[src/rtl/vga_timing_gen_if.sv]
// Raster timing bundle: run/pix_en controls toward the generator, timing outputs back.
// master = generator side, slave = consumer side.
`timescale 1ns/1ps
interface vga_timing_gen_if #(
  parameter int CW      = 10,
  parameter int FRAME_W = 8
);
  logic               run;
  logic               pix_en;
  logic               h_sync;
  logic               v_sync;
  logic               display_on;
  logic [CW-1:0]      pixel_x;
  logic [CW-1:0]      pixel_y;
  logic               line_start;
  logic               frame_start;
  logic               vblank;
  logic [FRAME_W-1:0] frame_count;

  modport master (
    input  run, pix_en,
    output h_sync, v_sync, display_on, pixel_x, pixel_y,
           line_start, frame_start, vblank, frame_count
  );

  modport slave (
    output run, pix_en,
    input  h_sync, v_sync, display_on, pixel_x, pixel_y,
           line_start, frame_start, vblank, frame_count
  );
endinterface

[src/rtl/vga_timing_gen.sv]
// Parametrised raster timing generator; every output is a register describing the pixel
// presented that cycle (one edge after run/pix_en). pix_en=0 holds position; run=0 parks at (0,0).
`timescale 1ns/1ps
module vga_timing_gen #(
  parameter int   H_ACTIVE = 640,
  parameter int   H_FP     = 16,
  parameter int   H_SYNC   = 96,
  parameter int   H_BP     = 48,
  parameter int   V_ACTIVE = 480,
  parameter int   V_FP     = 10,
  parameter int   V_SYNC   = 2,
  parameter int   V_BP     = 33,
  parameter logic H_POL    = 1'b0,
  parameter logic V_POL    = 1'b0,
  parameter int   CW       = 10,
  parameter int   FRAME_W  = 8
) (
  input  logic             clock25,
  input  logic             reset,
  vga_timing_gen_if.master tim
);
  localparam int H_TOTAL = H_ACTIVE + H_FP + H_SYNC + H_BP;
  localparam int V_TOTAL = V_ACTIVE + V_FP + V_SYNC + V_BP;

  generate
    if ((((H_TOTAL - 1) >> CW) != 0) || (((V_TOTAL - 1) >> CW) != 0)) begin : g_cw_too_narrow
      $error("vga_timing_gen: CW too narrow for H_TOTAL-1 / V_TOTAL-1");
    end
  endgenerate

  localparam logic [CW-1:0] ONE     = CW'(1);
  localparam logic [CW-1:0] H_LAST  = CW'(H_TOTAL - 1);
  localparam logic [CW-1:0] V_LAST  = CW'(V_TOTAL - 1);
  localparam logic [CW-1:0] H_ACT   = CW'(H_ACTIVE);
  localparam logic [CW-1:0] V_ACT   = CW'(V_ACTIVE);
  // Sync windows as inclusive ranges so a zero back porch cannot overflow CW.
  localparam logic [CW-1:0] HS_BEG  = CW'(H_ACTIVE + H_FP);
  localparam logic [CW-1:0] HS_LAST = CW'(H_ACTIVE + H_FP + H_SYNC - 1);
  localparam logic [CW-1:0] VS_BEG  = CW'(V_ACTIVE + V_FP);
  localparam logic [CW-1:0] VS_LAST = CW'(V_ACTIVE + V_FP + V_SYNC - 1);
  localparam logic [FRAME_W-1:0] FC_ONE = FRAME_W'(1);

  localparam logic [0:0] ST_STOPPED = 1'b0;
  localparam logic [0:0] ST_RUNNING = 1'b1;

  logic [0:0]         state_q, state_d;
  logic [CW-1:0]      x_q, x_d, y_q, y_d;
  logic [CW-1:0]      x_nxt, y_nxt;
  logic               h_sync_q, h_sync_d, v_sync_q, v_sync_d;
  logic               display_on_q, display_on_d, vblank_q, vblank_d;
  logic               line_start_q, line_start_d, frame_start_q, frame_start_d;
  logic [FRAME_W-1:0] frame_count_q, frame_count_d;

  always_comb begin
    state_d       = state_q;
    x_d           = x_q;
    y_d           = y_q;
    x_nxt         = x_q;
    y_nxt         = y_q;
    h_sync_d      = h_sync_q;
    v_sync_d      = v_sync_q;
    display_on_d  = display_on_q;
    vblank_d      = vblank_q;
    line_start_d  = 1'b0;
    frame_start_d = 1'b0;
    frame_count_d = frame_count_q;

    if (!tim.run) begin
      state_d      = ST_STOPPED;
      x_d          = '0;
      y_d          = '0;
      h_sync_d     = ~H_POL;
      v_sync_d     = ~V_POL;
      display_on_d = 1'b0;
      vblank_d     = 1'b0;
    end else if (tim.pix_en) begin
      state_d = ST_RUNNING;
      if (state_q == ST_STOPPED) begin
        x_nxt = '0;
        y_nxt = '0;
      end else if (x_q == H_LAST) begin
        x_nxt = '0;
        y_nxt = (y_q == V_LAST) ? '0 : y_q + ONE;
      end else begin
        x_nxt = x_q + ONE;
      end
      x_d           = x_nxt;
      y_d           = y_nxt;
      h_sync_d      = (x_nxt >= HS_BEG && x_nxt <= HS_LAST) ? H_POL : ~H_POL;
      v_sync_d      = (y_nxt >= VS_BEG && y_nxt <= VS_LAST) ? V_POL : ~V_POL;
      display_on_d  = (x_nxt < H_ACT) && (y_nxt < V_ACT);
      vblank_d      = (y_nxt >= V_ACT);
      line_start_d  = (x_nxt == '0);
      frame_start_d = (x_nxt == '0) && (y_nxt == '0);
      if (frame_start_d) begin
        frame_count_d = frame_count_q + FC_ONE;
      end
    end
  end

  always_ff @(posedge clock25 or negedge reset) begin
    if (!reset) begin
      state_q       <= ST_STOPPED;
      x_q           <= '0;
      y_q           <= '0;
      h_sync_q      <= ~H_POL;
      v_sync_q      <= ~V_POL;
      display_on_q  <= 1'b0;
      vblank_q      <= 1'b0;
      line_start_q  <= 1'b0;
      frame_start_q <= 1'b0;
      frame_count_q <= '0;
    end else begin
      state_q       <= state_d;
      x_q           <= x_d;
      y_q           <= y_d;
      h_sync_q      <= h_sync_d;
      v_sync_q      <= v_sync_d;
      display_on_q  <= display_on_d;
      vblank_q      <= vblank_d;
      line_start_q  <= line_start_d;
      frame_start_q <= frame_start_d;
      frame_count_q <= frame_count_d;
    end
  end

  assign tim.pixel_x     = x_q;
  assign tim.pixel_y     = y_q;
  assign tim.h_sync      = h_sync_q;
  assign tim.v_sync      = v_sync_q;
  assign tim.display_on  = display_on_q;
  assign tim.vblank      = vblank_q;
  assign tim.line_start  = line_start_q;
  assign tim.frame_start = frame_start_q;
  assign tim.frame_count = frame_count_q;
endmodule

[src/flat_wrapper.sv]
// flat-port wrapper written by rule: the top's interface ports become plain ports
module vga_timing_gen_flat 
#(
  parameter int   H_ACTIVE = 640,
  parameter int   H_FP     = 16,
  parameter int   H_SYNC   = 96,
  parameter int   H_BP     = 48,
  parameter int   V_ACTIVE = 480,
  parameter int   V_FP     = 10,
  parameter int   V_SYNC   = 2,
  parameter int   V_BP     = 33,
  parameter logic H_POL    = 1'b0,
  parameter logic V_POL    = 1'b0,
  parameter int   CW       = 10,
  parameter int   FRAME_W  = 8
)
  (clock25, reset, tim_run, tim_pix_en, tim_h_sync, tim_v_sync, tim_display_on, tim_pixel_x, tim_pixel_y, tim_line_start, tim_frame_start, tim_vblank, tim_frame_count);
  vga_timing_gen_if #(.CW(CW), .FRAME_W(FRAME_W)) tim_i ();
  input  logic clock25;
  input  logic reset;
  input wire logic [$bits(tim_i.run)-1:0] tim_run;
  input wire logic [$bits(tim_i.pix_en)-1:0] tim_pix_en;
  output wire logic [$bits(tim_i.h_sync)-1:0] tim_h_sync;
  output wire logic [$bits(tim_i.v_sync)-1:0] tim_v_sync;
  output wire logic [$bits(tim_i.display_on)-1:0] tim_display_on;
  output wire logic [$bits(tim_i.pixel_x)-1:0] tim_pixel_x;
  output wire logic [$bits(tim_i.pixel_y)-1:0] tim_pixel_y;
  output wire logic [$bits(tim_i.line_start)-1:0] tim_line_start;
  output wire logic [$bits(tim_i.frame_start)-1:0] tim_frame_start;
  output wire logic [$bits(tim_i.vblank)-1:0] tim_vblank;
  output wire logic [$bits(tim_i.frame_count)-1:0] tim_frame_count;
  assign tim_i.run = tim_run;
  assign tim_i.pix_en = tim_pix_en;
  assign tim_h_sync = tim_i.h_sync;
  assign tim_v_sync = tim_i.v_sync;
  assign tim_display_on = tim_i.display_on;
  assign tim_pixel_x = tim_i.pixel_x;
  assign tim_pixel_y = tim_i.pixel_y;
  assign tim_line_start = tim_i.line_start;
  assign tim_frame_start = tim_i.frame_start;
  assign tim_vblank = tim_i.vblank;
  assign tim_frame_count = tim_i.frame_count;
  vga_timing_gen #(.H_ACTIVE(H_ACTIVE), .H_FP(H_FP), .H_SYNC(H_SYNC), .H_BP(H_BP), .V_ACTIVE(V_ACTIVE), .V_FP(V_FP), .V_SYNC(V_SYNC), .V_BP(V_BP), .H_POL(H_POL), .V_POL(V_POL), .CW(CW), .FRAME_W(FRAME_W)) u_core (.clock25(clock25), .reset(reset), .tim(tim_i));
endmodule
[config.mk]
export PLATFORM = sky130hd
export DESIGN_NAME = vga_timing_gen_flat
export DESIGN_NICKNAME = d
export VERILOG_FILES = /design/src/rtl/vga_timing_gen_if.sv /design/src/rtl/vga_timing_gen.sv /design/src/flat_wrapper.sv
export SDC_FILE = /design/constraint.sdc
export NUM_CORES = 1
export LEC_CHECK = 0
export ABC_CLOCK_PERIOD_IN_PS = 2900
export CAP_MARGIN = 0
export CELL_PAD_IN_SITES_DETAIL_PLACEMENT = 1
export CELL_PAD_IN_SITES_GLOBAL_PLACEMENT = 2
export CORE_ASPECT_RATIO = 0.6
export CORE_MARGIN = 3
export CORE_UTILIZATION = 29
export DETAILED_ROUTE_END_ITERATION = 6
export GPL_TIMING_DRIVEN = 0
export PLACE_DENSITY = 0.81
export REMOVE_ABC_BUFFERS = 1
export SETUP_SLACK_MARGIN = 0.1
export SLEW_MARGIN = 20
export SYNTH_ARGS = -nofsm -noshare
export SYNTH_HDL_FRONTEND = slang
export SYNTH_SLANG_ARGS = --single-unit
[constraint.sdc]
create_clock -name clock25 -period 2.9 [get_ports clock25]
set_input_delay 0.29 -clock clock25 [delete_from_list [all_inputs] [get_ports clock25]]
set_output_delay 0.29 -clock clock25 [all_outputs]
set_load 0.01 [all_outputs]
**After elaboration in Yosys (flattened, before gate mapping)**

Cells that the tools add are included.

- Register bits: 35
- Latch bits: 0
- Bits in writable memories: 0
- ROM bits: 0
- Input port bits: 4
- Output and inout port bits: 34
- Word-level logic and storage cells: 59
- Memories: 0

- $add $sub $neg: 3
- Multiply operators: 0
- Divide/modulo/power cells: 0
- $lt $le $gt $ge: 7
- Equality and inequality tests: 3
- Shifts and indexed selects: 0
- Multiplexer cells: 29
- Bitwise operators: 0
- Reductions and logical operators: 7

Operator list:

| operator | count |
|---|---|
| 10-bit two-way mux | 13 |
| 10-bit by 1-bit adder with 10-bit output (second input constant) | 2 |
| 10-bit equality test (second input constant) | 2 |
| 10-bit by 9-bit greater-or-equal comparator with 1-bit output (second input constant) | 2 |
| 10-bit logical NOT | 2 |
| 1-bit two-way mux | 16 |
| 10-bit greater-or-equal comparator (second input constant) | 1 |
| 10-bit less-or-equal comparator (second input constant) | 1 |
| 10-bit by 9-bit less-or-equal comparator with 1-bit output (second input constant) | 1 |
| 10-bit < comparator (second input constant) | 1 |
| 10-bit by 9-bit < comparator with 1-bit output (second input constant) | 1 |
| 8-bit by 1-bit adder with 8-bit output (second input constant) | 1 |
| 1-bit logical AND | 4 |
| 3-bit AND reduction | 1 |
| 2-bit by 1-bit inequality test with 1-bit output (second input constant) | 1 |

**Logic depth before layout (Yosys ltp)**

- Depth in word-level cells: 11
- Mapped depth: 11
- Gate-level depth less buffers: 9

**Worst setup path before layout**

No wires, ideal clock.

- Path kind: flip-flop to flip-flop
- Start point: register u_core.x_q[0] (netlist: u_core.tim.pixel_x[0])
- End point: register u_core.frame_count_q[1] (netlist: u_core.tim.frame_count[1])
- Setup time: 125 ps
- Data arrival time: 2795 ps
- Data required time: 2775 ps
- Path slack: -20 ps
- Cell stages (with the launch flop): 11
- Buffers on the path: 2
- Period minus slack after synthesis: 2920 ps
- Cell sequence: dfrtp_1 > ha_1 > buf_2 > and4_1 > clkbuf_1 > nand3_1 > or3_1 > xnor2_1 > o31ai_4 > nand2_4 > mux2_4

- Longest elaborated chain between the ends: 8
- Elaborated cells between the ends (all ways): 14
- Classes of those cells: 1 x add/sub; 1 x eq/ne; 8 x mux; 4 x reduce/logical

RTL lines:

| element | line | RTL |
|---|---|---|
| from (decl) | vga_timing_gen.sv:47 | `logic [CW-1:0] x_q, x_d, y_q, y_d;` |
| from (signal assigned) | vga_timing_gen.sv:104 | `x_q <= '0;` |
| from (signal assigned) | vga_timing_gen.sv:115 | `x_q <= x_d;` |
| 10-bit by 1-bit adder with 10-bit output / 10-bit equality test (equally long branches) | vga_timing_gen.sv:85, vga_timing_gen.sv:81 |  |
| 10-bit two-way mux | vga_timing_gen.sv:81 | `end else if (x_q == H_LAST) begin` |
| 10-bit two-way mux | vga_timing_gen.sv:78 | `if (state_q == ST_STOPPED) begin` |
| 10-bit two-way mux | vga_timing_gen.sv:76 | `end else if (tim.pix_en) begin` |
| 10-bit two-way mux | vga_timing_gen.sv:68 | `if (!tim.run) begin` |
| 10-bit logical NOT | vga_timing_gen.sv:94 | `frame_start_d = (x_nxt == '0) && (y_nxt == '0);` |
| 1-bit logical AND * | vga_timing_gen.sv:94 |  |
| 3-bit AND reduction (no line) * | n/a |  |
| to (signal assigned) | vga_timing_gen.sv:123 | `frame_count_q <= frame_count_d;` |
| to (decl) | vga_timing_gen.sv:52 | `logic [FRAME_W-1:0] frame_count_q, frame_count_d;` |

Mark *: on every way between the ends. The rest lies on a longest branch, timed or not. The select of a mux whose other input is x is not followed.
A chain may end at the register's enable or synchronous reset.

**Worst setup path in the final report**

- Start point: register u_core.x_q[5] (netlist: u_core.tim.pixel_x[5])
- End point: register u_core.display_on_q (netlist: u_core.tim.display_on)

- Longest elaborated chain between the ends: 9
- Elaborated cells between the ends (all ways): 15
- Classes of those cells: 1 x add/sub; 2 x order compare; 1 x eq/ne; 10 x mux; 1 x reduce/logical

RTL lines:

| element | line | RTL |
|---|---|---|
| 10-bit by 1-bit adder with 10-bit output / 10-bit equality test (equally long branches) | vga_timing_gen.sv:85, vga_timing_gen.sv:81 |  |
| 10-bit two-way mux | vga_timing_gen.sv:81 |  |
| 10-bit two-way mux | vga_timing_gen.sv:78 |  |
| 10-bit two-way mux | vga_timing_gen.sv:76 |  |
| 10-bit two-way mux | vga_timing_gen.sv:68 |  |
| 10-bit < comparator / 10-bit by 9-bit < comparator with 1-bit output (equally long branches) | vga_timing_gen.sv:91 | `display_on_d = (x_nxt < H_ACT) && (y_nxt < V_ACT);` |
| 1-bit logical AND * | vga_timing_gen.sv:91 |  |
| 1-bit two-way mux * | vga_timing_gen.sv:76 |  |
| 1-bit two-way mux * | vga_timing_gen.sv:68 |  |
| to (signal assigned) | vga_timing_gen.sv:119 | `display_on_q <= display_on_d;` |
| to (decl) | vga_timing_gen.sv:50 | `logic display_on_q, display_on_d, vblank_q, vblank_d;` |

Marked as above.

==> results_dict.tcl <==
set metrics [dict create \
    numClockSinks 35 \
    vias_per_cell 5.493 \
    p_seq_share_pct 40.5 \
    drt_iter0_drc 147 \
    area_growth_pct 33.64 \
    routed_wl_microns 7940 \
    p_comb_share_pct 15.0 \
    drive_gt1_share_pct 17.77 \
    fin_cells 440 \
    yosysWarnings 0 \
    n_antenna_cell 0 \
    ys_seq_area_share_pct 35.40 \
    cp_max_fo 7 \
    leakagePower_nw 1.241 \
    final_max_slew_viol_count 0 \
    cp.arrival_ps 2910 \
    cts_tree "yes" \
    yosys.cell_count.top_type "dfrtp_1" \
    ff2ff_path_depth 7 \
    dieArea_sq_um 9737 \
    swShare_pct 25.46 \
    grt-ovfl-total 0 \
    tightest_slew_ps 649.4 \
    fillCellCount 937 \
    route.antenna.remaining_nets 0 \
    setup.worst_path.end_class "flip-flop" \
    dp.cells 418 \
    grt_pass1_vias 2392 \
    hold_viol 0 \
    clk_pin_slew_ps 60 \
    maxCapViolCount 0 \
    power_frac_clock_pct 44.5 \
    synth_area_leaders "dfrtp_1 (33%), xnor2_1 (6.4%), nand3_1 (4.4%), nand2_1 (4.1%), o21ai_0 (3.8%)" \
    hold_ws_ps 425.4 \
    synth_compound_area_share_pct 15.94 \
    grt_pass1_wl_microns 12800 \
    min_period_ps 2740 \
    rsz0062_at_grt "false" \
    startpoint_type "flip-flop" \
    fmax_mhz 364.9 \
    ys_ff_latch 35 \
    wire_per_inst_microns 18.05 \
    synth_top_family_by_area "simple AND/OR/NAND/NOR gates" \
    ios 38 \
    dr.pass1.iters 4 \
    antenna_found_initial 0 \
    tns_ps 0 \
    crit_required_ps 3070 \
    synth.distinct_cells 56 \
    power_density_nw_per_um2 434.7 \
    nNetsFinal 339 \
    post-dp-hpwl_microns 5534 \
    avgSynthCellArea_sq_um 8.468 \
    synth-async-reset-ratio_pct 100.0 \
    relSlewSlack_pct 56.57 \
    post-route-period-util_pct 94.49 \
    port-buffer-count 37 \
    multi_input_area_sq_um 1580 \
    numCtsBuffers 5 \
    synthAdderAreaFrac_pct 2.017 \
    synth.largest_area_cell "dfrtp_1" \
    ir_drop_mv 0.2357 \
    vias 2417 \
    clockRootBuffer "clkbuf_16" \
    initial_core_util_pct 30.63 \
    yosys.area_share.xor_xnor_pct 7.060 \
    register_area_sq_um 893.4 \
    grt_max_degree 25 \
    power_w 0.001441 \
    synth_commonest_cells "dfrtp_1 (33), nand2_1 (27), nand3_1 (22)" \
    route.detailed.drc 0 \
    synth_top_area_share_pct 33.28 \
    syn_inst 293 \
    yosys.area_share.simple_pct 32.38 \
    grtUsageTotal_pct 16.30 \
    synthMuxAreaShare_pct 2.421 \
    core_area_sq_um 8102 \
    report.final.setup_viol 0 \
    cts_max_level 2 \
    fin_util_pct 40.93 \
    gp_congestion 0.8277 \
    crit_type "flip-flop to flip-flop" \
    die_h_microns 77.65 \
    clock_skew_ps 4.046 \
    synth_edf_count 0 \
    rows 25 \
    status "complete, no violations" \
    clkLatencyLatePin_ps 280 \
    p_sw_w 0.0003669 \
    syn_area_sq_um 2481 \
    power.internal_w 0.001074 \
    hold_class "primary input to asynchronous set/reset pin" \
    synthFlopType "dfrtp_1" \
    die_x_microns 125.4 \
    cts_buffer_depth 2 \
]
## worst paths after layout
| check | from | slack (ps) | to |
|---|---|---|---|
| min in group clock25 | u_core.tim.frame_count[7]$_DFFE_PN0P_ | 490 | u_core.tim.frame_count[7]$_DFFE_PN0P_ |
| hold reg to reg | u_core.tim.frame_count[7]$_DFFE_PN0P_ | 490 | u_core.tim.frame_count[7]$_DFFE_PN0P_ |
| max in group asynchronous | reset | 1960 | u_core.tim.h_sync$_DFFE_PN1P_ |
| setup reg to reg | u_core.tim.pixel_x[5]$_DFFE_PN0P_ | 160 | u_core.tim.display_on$_DFFE_PN0P_ |
| hold / removal | reset | 430 | u_core.tim.pixel_y[6]$_DFFE_PN0P_ |
| setup / recovery | u_core.tim.pixel_x[5]$_DFFE_PN0P_ | 160 | u_core.tim.display_on$_DFFE_PN0P_ |
## cell type report
cell class                 instances  area share, %
timing repair buffer              52          15.17
clock buffer                       6          4.189
multi-input combinational        229          47.66
sequential                        35          26.94
clock inverter                     2          1.057
tap                              108          4.075
inverter                           8         0.9057
## cell usage in the layout (no fill, tap or decap), types with 3 or more instances in the layout
| master | instances |
|---|---|
| a21oi_1 | 12 |
| a31oi_1 | 3 |
| and3_1 | 7 |
| buf_4 | 11 |
| clkbuf_16 | 5 |
| clkdlybuf4s50_1 | 36 |
| dfrtp_1 | 23 |
| dfrtp_2 | 9 |
| inv_1 | 7 |
| mux2i_1 | 3 |
| nand2_1 | 27 |
| nand3_1 | 20 |
| nand3b_1 | 4 |
| nand4_1 | 10 |
| nor2_1 | 18 |
| nor2b_1 | 9 |
| nor3_1 | 10 |
| nor4_1 | 6 |
| o21ai_0 | 18 |
| o21ai_1 | 3 |
| o31ai_1 | 4 |
| or2_2 | 3 |
| or3_1 | 3 |
| xnor2_1 | 18 |
## kinds of logic after synthesis
family,count (synthesis)
flip-flops,35
AO/OA/AOI/OAI,60
buffers and inverters,29
XOR/XNOR,20
adder cells (fa/ha/maj),4
multiplexers,5
AND/OR/NAND/NOR,140
## through the flow
step	worst slack (ps)	instance area [sq um]
2_1_floorplan	58.45	2392
3_3_place_gp	-527.0	2898
3_5_place_dp	-506.8	2913
4_1_cts	98.71	3219
5_1_grt	53.66	3316
6_report	159.9	3316
## per-layer routing
metal,track usage (%),vias to the layer above,share of wire [%]
met5,0,-,0
met4,3.571,0,0.88
met3,3.783,7,4.6
met2,21.65,47,40
met1,26.02,1216,54
li1,-,1147,-
## critical path, stage by stage, from the launching register on
cell     delay [ps]
dfrtp_4         520
or4b_4          620
nor4_4          400
xnor2_1         110
or4b_4          540
nor2_1          130
o21ai_1         110
a22o_1          200
## repair_timing
item                                   4_1_cts  5_1_grt
buffers inserted                             4        9
setup endpoints to repair                   23        9
gates cloned                                 0        0
endpoints found under the hold margin       11        0
pin swaps                                    2        2
resized for setup                           22        8
hold buffers                                 1        0
## power groups by stage
stage	clock (W)	sequential [W]	combinational [W]
after floorplan	0	0.000595	0.0000831
after global placement	0	0.000592	0.000210
after detailed placement	0	0.000590	0.000217
after CTS	0.000656	0.000585	0.000221
after global routing	0.000683	0.000592	0.000235
final	0.000641	0.000584	0.000216
Note: power is estimated with default switching activity, not from simulation.
